$ cat config.mk
export PLATFORM = sky130hd
export DESIGN_NAME = phone_digit_scroller
export DESIGN_NICKNAME = d
export VERILOG_FILES = /design/src/rtl/phone_digit_scroller.sv
export SDC_FILE = /design/constraint.sdc
export NUM_CORES = 1
export LEC_CHECK = 0
export ABC_AREA = 1
export CAP_MARGIN = 20
export CORE_MARGIN = 4
export CORE_UTILIZATION = 40
export CTS_CLUSTER_DIAMETER = 100
export CTS_CLUSTER_SIZE = 10
export DETAILED_ROUTE_END_ITERATION = 16
export PLACE_DENSITY = 0.66
export SYNTH_ARGS = -nofsm -noshare
export SYNTH_HDL_FRONTEND = slang
export SYNTH_SLANG_ARGS = --single-unit
$ cat constraint.sdc
create_clock -name clk -period 1.6 [get_ports clk]
set_input_delay 0.32 -clock clk [delete_from_list [all_inputs] [get_ports clk]]
set_output_delay 0.32 -clock clk [all_outputs]
set_load 0.005 [all_outputs]
$ cat src/rtl/phone_digit_scroller.sv
// Scrolling 4-digit window fed by a paced valid/ready digit stream, scanned
// onto a common-anode seven-segment display; pulses num_done per phone number.
module phone_digit_scroller #(
    parameter int unsigned REFRESH_DIV = 16,
    parameter int unsigned SCROLL_DIV  = 64,
    parameter int unsigned PHONE_LEN   = 10
) (
    input  logic        clk,
    input  logic        reset,
    input  logic        digit_valid,
    input  logic [3:0]  digit,
    output logic        digit_ready,
    output logic [6:0]  seg,
    output logic [3:0]  an,
    output logic [15:0] window,
    output logic        num_done
);

    localparam int unsigned SCW = (SCROLL_DIV > 1) ? $clog2(SCROLL_DIV) : 1;
    localparam int unsigned RCW = $clog2(REFRESH_DIV);

    localparam logic [SCW-1:0] SCROLL_LOAD = SCW'(SCROLL_DIV - 1);
    localparam logic [RCW-1:0] REF_LAST    = RCW'(REFRESH_DIV - 1);
    localparam logic [3:0]     DIG_LAST    = 4'(PHONE_LEN - 1);

    logic [SCW-1:0] scroll_cnt;
    logic [RCW-1:0] ref_cnt;
    logic [1:0]     sel;
    logic [3:0]     dig_cnt;
    logic [3:0]     nib;
    logic [6:0]     seg_next;
    logic           accept;

    assign digit_ready = (scroll_cnt == '0);
    assign accept      = digit_valid & digit_ready;

    always_comb begin
        nib      = window[{sel, 2'b00} +: 4];
        seg_next = 7'b1111111;
        case (nib)
            4'h0:    seg_next = 7'b1000000;
            4'h1:    seg_next = 7'b1111001;
            4'h2:    seg_next = 7'b0100100;
            4'h3:    seg_next = 7'b0110000;
            4'h4:    seg_next = 7'b0011001;
            4'h5:    seg_next = 7'b0010010;
            4'h6:    seg_next = 7'b0000010;
            4'h7:    seg_next = 7'b1111000;
            4'h8:    seg_next = 7'b0000000;
            4'h9:    seg_next = 7'b0010000;
            4'hF:    seg_next = 7'b1111111;
            default: seg_next = 7'b0111111; // non-BCD codes show a dash
        endcase
    end

    always_ff @(posedge clk) begin
        if (reset) begin
            window     <= '1;
            scroll_cnt <= '0;
            dig_cnt    <= '0;
            num_done   <= 1'b0;
            ref_cnt    <= '0;
            sel        <= '0;
            an         <= '1;
            seg        <= '1;
        end else begin
            num_done <= 1'b0;
            if (accept) begin
                window     <= {window[11:0], digit};
                scroll_cnt <= SCROLL_LOAD;
                if (dig_cnt == DIG_LAST) begin
                    dig_cnt  <= '0;
                    num_done <= 1'b1;
                end else begin
                    dig_cnt <= dig_cnt + 4'd1;
                end
            end else if (scroll_cnt != '0) begin
                scroll_cnt <= scroll_cnt - 1'b1;
            end

            if (ref_cnt == REF_LAST) begin
                ref_cnt <= '0;
                sel     <= sel + 2'd1;
            end else begin
                ref_cnt <= ref_cnt + 1'b1;
            end

            // Display registers sample the pre-edge sel/window, so they lag by one clock.
            an  <= ~(4'b0001 << sel);
            seg <= seg_next;
        end
    end

endmodule

## Yosys cells after proc, flatten, opt, wreduce, memory -nomap -nowiden

Memory sizes are Yosys's and may differ from the RTL's. A register that Yosys moved wholly into a read port is not among the register bits.
Index checks and enable logic that the tools add are counted.

| cells by class | value |
|---|---|
| add/sub/neg operators | 4 |
| equal/unequal tests | 2 |
| shift operators | 2 |
| multiplexer cells | 4 |
| bitwise operators | 3 |
| reduce and logical (&&, ||, !) cells | 5 |

Operators with widths:

| cell | number |
|---|---|
| 16-bit by 5-bit indexed part select with 4-bit output | 1 |
| 6-bit two-way mux | 2 |
| 4-bit by 1-bit adder with 4-bit output (second input constant) | 2 |
| 4-bit == test (second input constant) | 2 |
| 6-bit zero test | 1 |
| 6-bit nonzero test | 1 |
| 6-bit by 1-bit subtractor with 6-bit output (second input constant) | 1 |
| 4-bit two-way mux | 1 |
| 4-bit NOT | 1 |
| 2-bit OR reduction | 2 |
| 1-bit by 2-bit << shifter with 4-bit output (first input constant) | 1 |
| 2-bit by 1-bit adder with 2-bit output (second input constant) | 1 |
| 2-bit nonzero test | 1 |
| 1-bit AND | 1 |
| 1-bit two-way mux | 1 |
| 1-bit NOT | 1 |

| storage, ports and cells | value |
|---|---|
| register bits after elaboration | 37 |
| memory bits (read-only) | 112 |
| logic and storage cells | 28 |
| memories | 1 |

Memory list:

| name | words | bits a word | read ports | clocked after memory_dff | wr ports | line | text |
|---|---|---|---|---|---|---|---|
| (name not given) | 16 | 7 | 1 | 1 | 0 | 40 | `case (nib)` |

## Depth between registers and ports, before layout

| logic depth | value |
|---|---|
| depth after elaboration | 4 |
| depth in mapped cells | 12 |
| mapped depth without buffers | 10 |

## Worst setup path after synthesis

Ideal clock, no wire load.

| timing | value |
|---|---|
| path kind | register -> register |
| from | register sel[0] |
| to | register seg[5] |
| library setup time | 0.134 ns |
| arrival time | 1.392 ns |
| required time | 1.466 ns |
| setup slack | 0.074 ns |
| cell stages (with the launch flop) | 13 |
| period minus slack after synthesis | 1.526 ns |
| cell sequence | dfxtp_1 -> buf_6 -> inv_4 -> buf_8 -> nand2_1 -> nand3_1 -> nand2_2 -> inv_1 -> ha_1 -> inv_1 -> nand3_1 -> nand3_1 -> nand3_1 |

| on the way | value |
|---|---|
| cells in the longest elaborated chain, start to end | 1 |

Ends and longest elaborated chain:

| item | line | text |
|---|---|---|
| start: declaration | 28 | `logic [1:0] sel;` |
| start signal: assignment | 83 | `sel <= sel + 2'd1;` |
| 16-bit by 5-bit indexed part select with 4-bit output | 38 | `nib = window[{sel, 2'b00} +: 4];` |
| end: declaration | 13 | `output logic [6:0] seg,` |

No other way between the ends.
A chain may end at the register's enable or synchronous reset.

## Final worst setup path

| timing | value |
|---|---|
| from | register window[1] |
| to | output window[1] |

RTL lines:

| item | line | text |
|---|---|---|
| start: declaration | 15 | `output logic [15:0] window,` |
| start signal: assignment | 69 | `window <= {window[11:0], digit};` |

No word-level cell between the ends.

==> flow_summary.json <==
{
  "slew_viol_final": 0,
  "placed_cells": 370,
  "die_width_um": 80.26,
  "endpoint_kind": "output port",
  "ioPinCount": 36,
  "drtPass1Iterations": 4,
  "period_share_pct": 96.16,
  "hp-class": "register to register",
  "final_antenna_net_count": 0,
  "async_reset_ff_share_pct": 0,
  "cp_cell_sequence": "clkdlybuf4s50_1",
  "setup_viol": 0,
  "pwr-share-comb_pct": 42.9,
  "layout-drive-gt1-share_pct": 19.74,
  "max_freq_mhz": 650.0,
  "clock_sinks": 44,
  "synth_ff_type": "dfxtp_1",
  "finalWeightedCongestion": 0.7999,
  "synth_cell_types": 28,
  "intPower_mw": 2.515,
  "seqPwrFrac_pct": 39.0,
  "worst-path-buf-inv": 1,
  "cts_tree": "done",
  "tns_ps": 0,
  "synth-xor-area-share_pct": 1.678,
  "critPathSlowestCell": "clkdlybuf4s50_1",
  "avgSynthCellArea_sq_um": 8.001,
  "wl_per_cell_um": 11.40,
  "mostFrequentLayoutCells": "nand2_1 (73), nand3_1 (44), dfxtp_1 (37)",
  "clk_path_buf_depth": 2,
  "synth_seq_cells": 44,
  "clkPwrFrac_pct": 18.1,
  "rsz0062_at_grt": "no",
  "syn2layout_area_growth_pct": 29.12,
  "clk_transition_reported_paths_ps": 80,
  "die_h_um": 80.26,
  "tightestPinTransition_ps": 353.6,
  "cap_viol_max_count": 0,
  "worstPathRequired_ps": 1280,
  "synth_nets": 279,
  "rows": 26,
  "drt_iter0_drc": 118,
  "antenna_found_initial": 0,
  "clk_latency_ps": 290,
  "via_count": 1749,
  "hold_viol": 0,
  "routed_via_density": 4.615,
  "grt_max_degree": 36,
  "crit_path_max_incr_delay_ps": 530,
  "coreArea_sq_um": 5075,
  "synth_top_family_by_area": "simple AND/OR/NAND/NOR gates",
  "ys_seq_area_share_pct": 42.18,
  "critPathKind": "register to output port",
  "cp_max_fo": 4,
  "globalRouteOverflowTotal": 0,
  "synthSimpleGateAreaFrac_pct": 38.29,
  "synth_compound_area_share_pct": 2.996,
  "fin_skew_ps": 6.073,
  "vdd_drop_max_mv": 0.5631,
  "cts-root-buf": "clkbuf_8",
  "finalCriticalPeriod_ps": 1539,
  "layoutNonFillerInstCount": 379,
  "htree_levels": 2,
  "final_common_cell": "nand2_1",
  "relSlewSlack_pct": 76.24,
  "start_kind": "register",
  "sw_frac_of_total_pct": 36.58,
  "dieArea_sq_um": 6441,
  "wl_um": 4322,
  "worstPathArrival_ps": 1220,
  "cts_buffers": 5,
  "syn_inst": 261,
  "outcome": "finished clean",
  "io_buffers": 35,
  "leakage_nw": 1.196,
  "grt_pass1_wl_um": 7376,
  "drc_errors": 0,
  "dp_hpwl_um": 3047,
  "fin_nets": 326,
  "synth_fa_ha_area_share_pct": 6.591,
  "ys_warn_count": 0,
  "grt_pass1_vias": 1656,
  "synth_edf_count": 0,
  "start_util_pct": 41.15,
  "crit_family": "buffers and inverters",
  "p_per_area_nw_per_um2": 1471,
  "netSwitchingPower_mw": 1.450,
  "grt.total_usage_pct": 14.54,
  "diodes": 0,
  "synthMuxAreaShare_pct": 0,
  "synth.cell_area_sq_um": 2088
}
metrics by stage:
step / setup slack, ps / power [mW] / area, sq um / utilization (%) / hold slack, ps
floorplan: 73.75 / 2.577 / 2088 / - / 417.9
global placement: 47.72 / 3.179 / 2569 / 50.62 / 430.5
detailed placement: 6.766 / 3.211 / 2569 / 50.62 / 436.4
CTS: 1.802 / 3.980 / 2680 / 52.81 / 453.1
global route: 1.002 / 4.281 / 2696 / 53.13 / 472.0
finish: 61.46 / 3.965 / 2696 / 53.13 / 450.2
layout make-up:
cell class	instances	area (sq um)
inverters	24	92.59
repair buffers	49	475.5
fillers	500	2379
clock inverters	1	7.507
clock buffers	7	86.33
multi-input cells	184	1055
flip-flops and latches	44	892.1
well taps	70	87.58
cells in the mapped netlist (4+ instances only):
master | count | area [sq um]
dfxtp_1 | 44 | 880.8
nand2_4 | 5 | 56.30
nor2_1 | 16 | 60.06
a21oi_1 | 5 | 25.02
inv_2 | 4 | 15.01
inv_1 | 18 | 67.56
nand3_1 | 44 | 220.2
nand3_4 | 4 | 70.07
buf_6 | 4 | 45.04
nand2_2 | 6 | 37.54
ha_1 | 11 | 137.6
o21ai_0 | 4 | 20.02
nand2_1 | 73 | 274.0
kinds of logic (layout without fill, tap and decap cells):
logic type,Yosys count,after routing
AOI/OAI and AO/OA,11,11
and+or+nand+nor,158,158
DFF,44,44
buffers and inverters,33,81
adders and majority gates,11,11
xor gates and xnor gates,4,4
layer usage:
| metal | vias up | routed length, um | GRT usage, % |
|---|---|---|---|
| li1 | 920 | - | - |
| met1 | 793 | 2017 | 17.72 |
| met2 | 29 | 2075 | 24.17 |
| met3 | 7 | 176 | 4.709 |
| met4 | 0 | 53 | 4.561 |
| met5 | - | 0 | 0 |
path summary, 6_finish.rpt:
path	startpoint	endpoint	slack [ps]	cells past startpoint
setup / recovery	window[1]	window[1]	60	1
hold / removal	ref_cnt[0]	ref_cnt[0]	450	1
setup reg to reg	sel[0]	seg[3]	170	8
hold reg to reg	ref_cnt[0]	ref_cnt[0]	450	1
registers in the layout, indices dropped and copies added, names as in the netlist:
name	flops
ref_cnt	4
an	4
scroll_cnt	6
sel	2
seg	7
window	16
dig_cnt	4
num_done	1
power by group through the flow:
stage | logic [mW] | registers (mW) | clock network (mW)
2_1_floorplan | 1.04 | 1.54 | 0
3_3_place_gp | 1.62 | 1.56 | 0
3_5_place_dp | 1.65 | 1.56 | 0
4_1_cts | 1.70 | 1.54 | 0.740
5_1_grt | 1.91 | 1.58 | 0.791
6_report | 1.70 | 1.55 | 0.719
timing repair:
item	CTS	global route
buffers inserted	1	0
hold endpoints to repair	0	0
pin swaps	1	3
hold buffers	0	0
resized for setup	7	11
endpoints found under the setup margin	2	7
(Power assumes the default switching activity.)
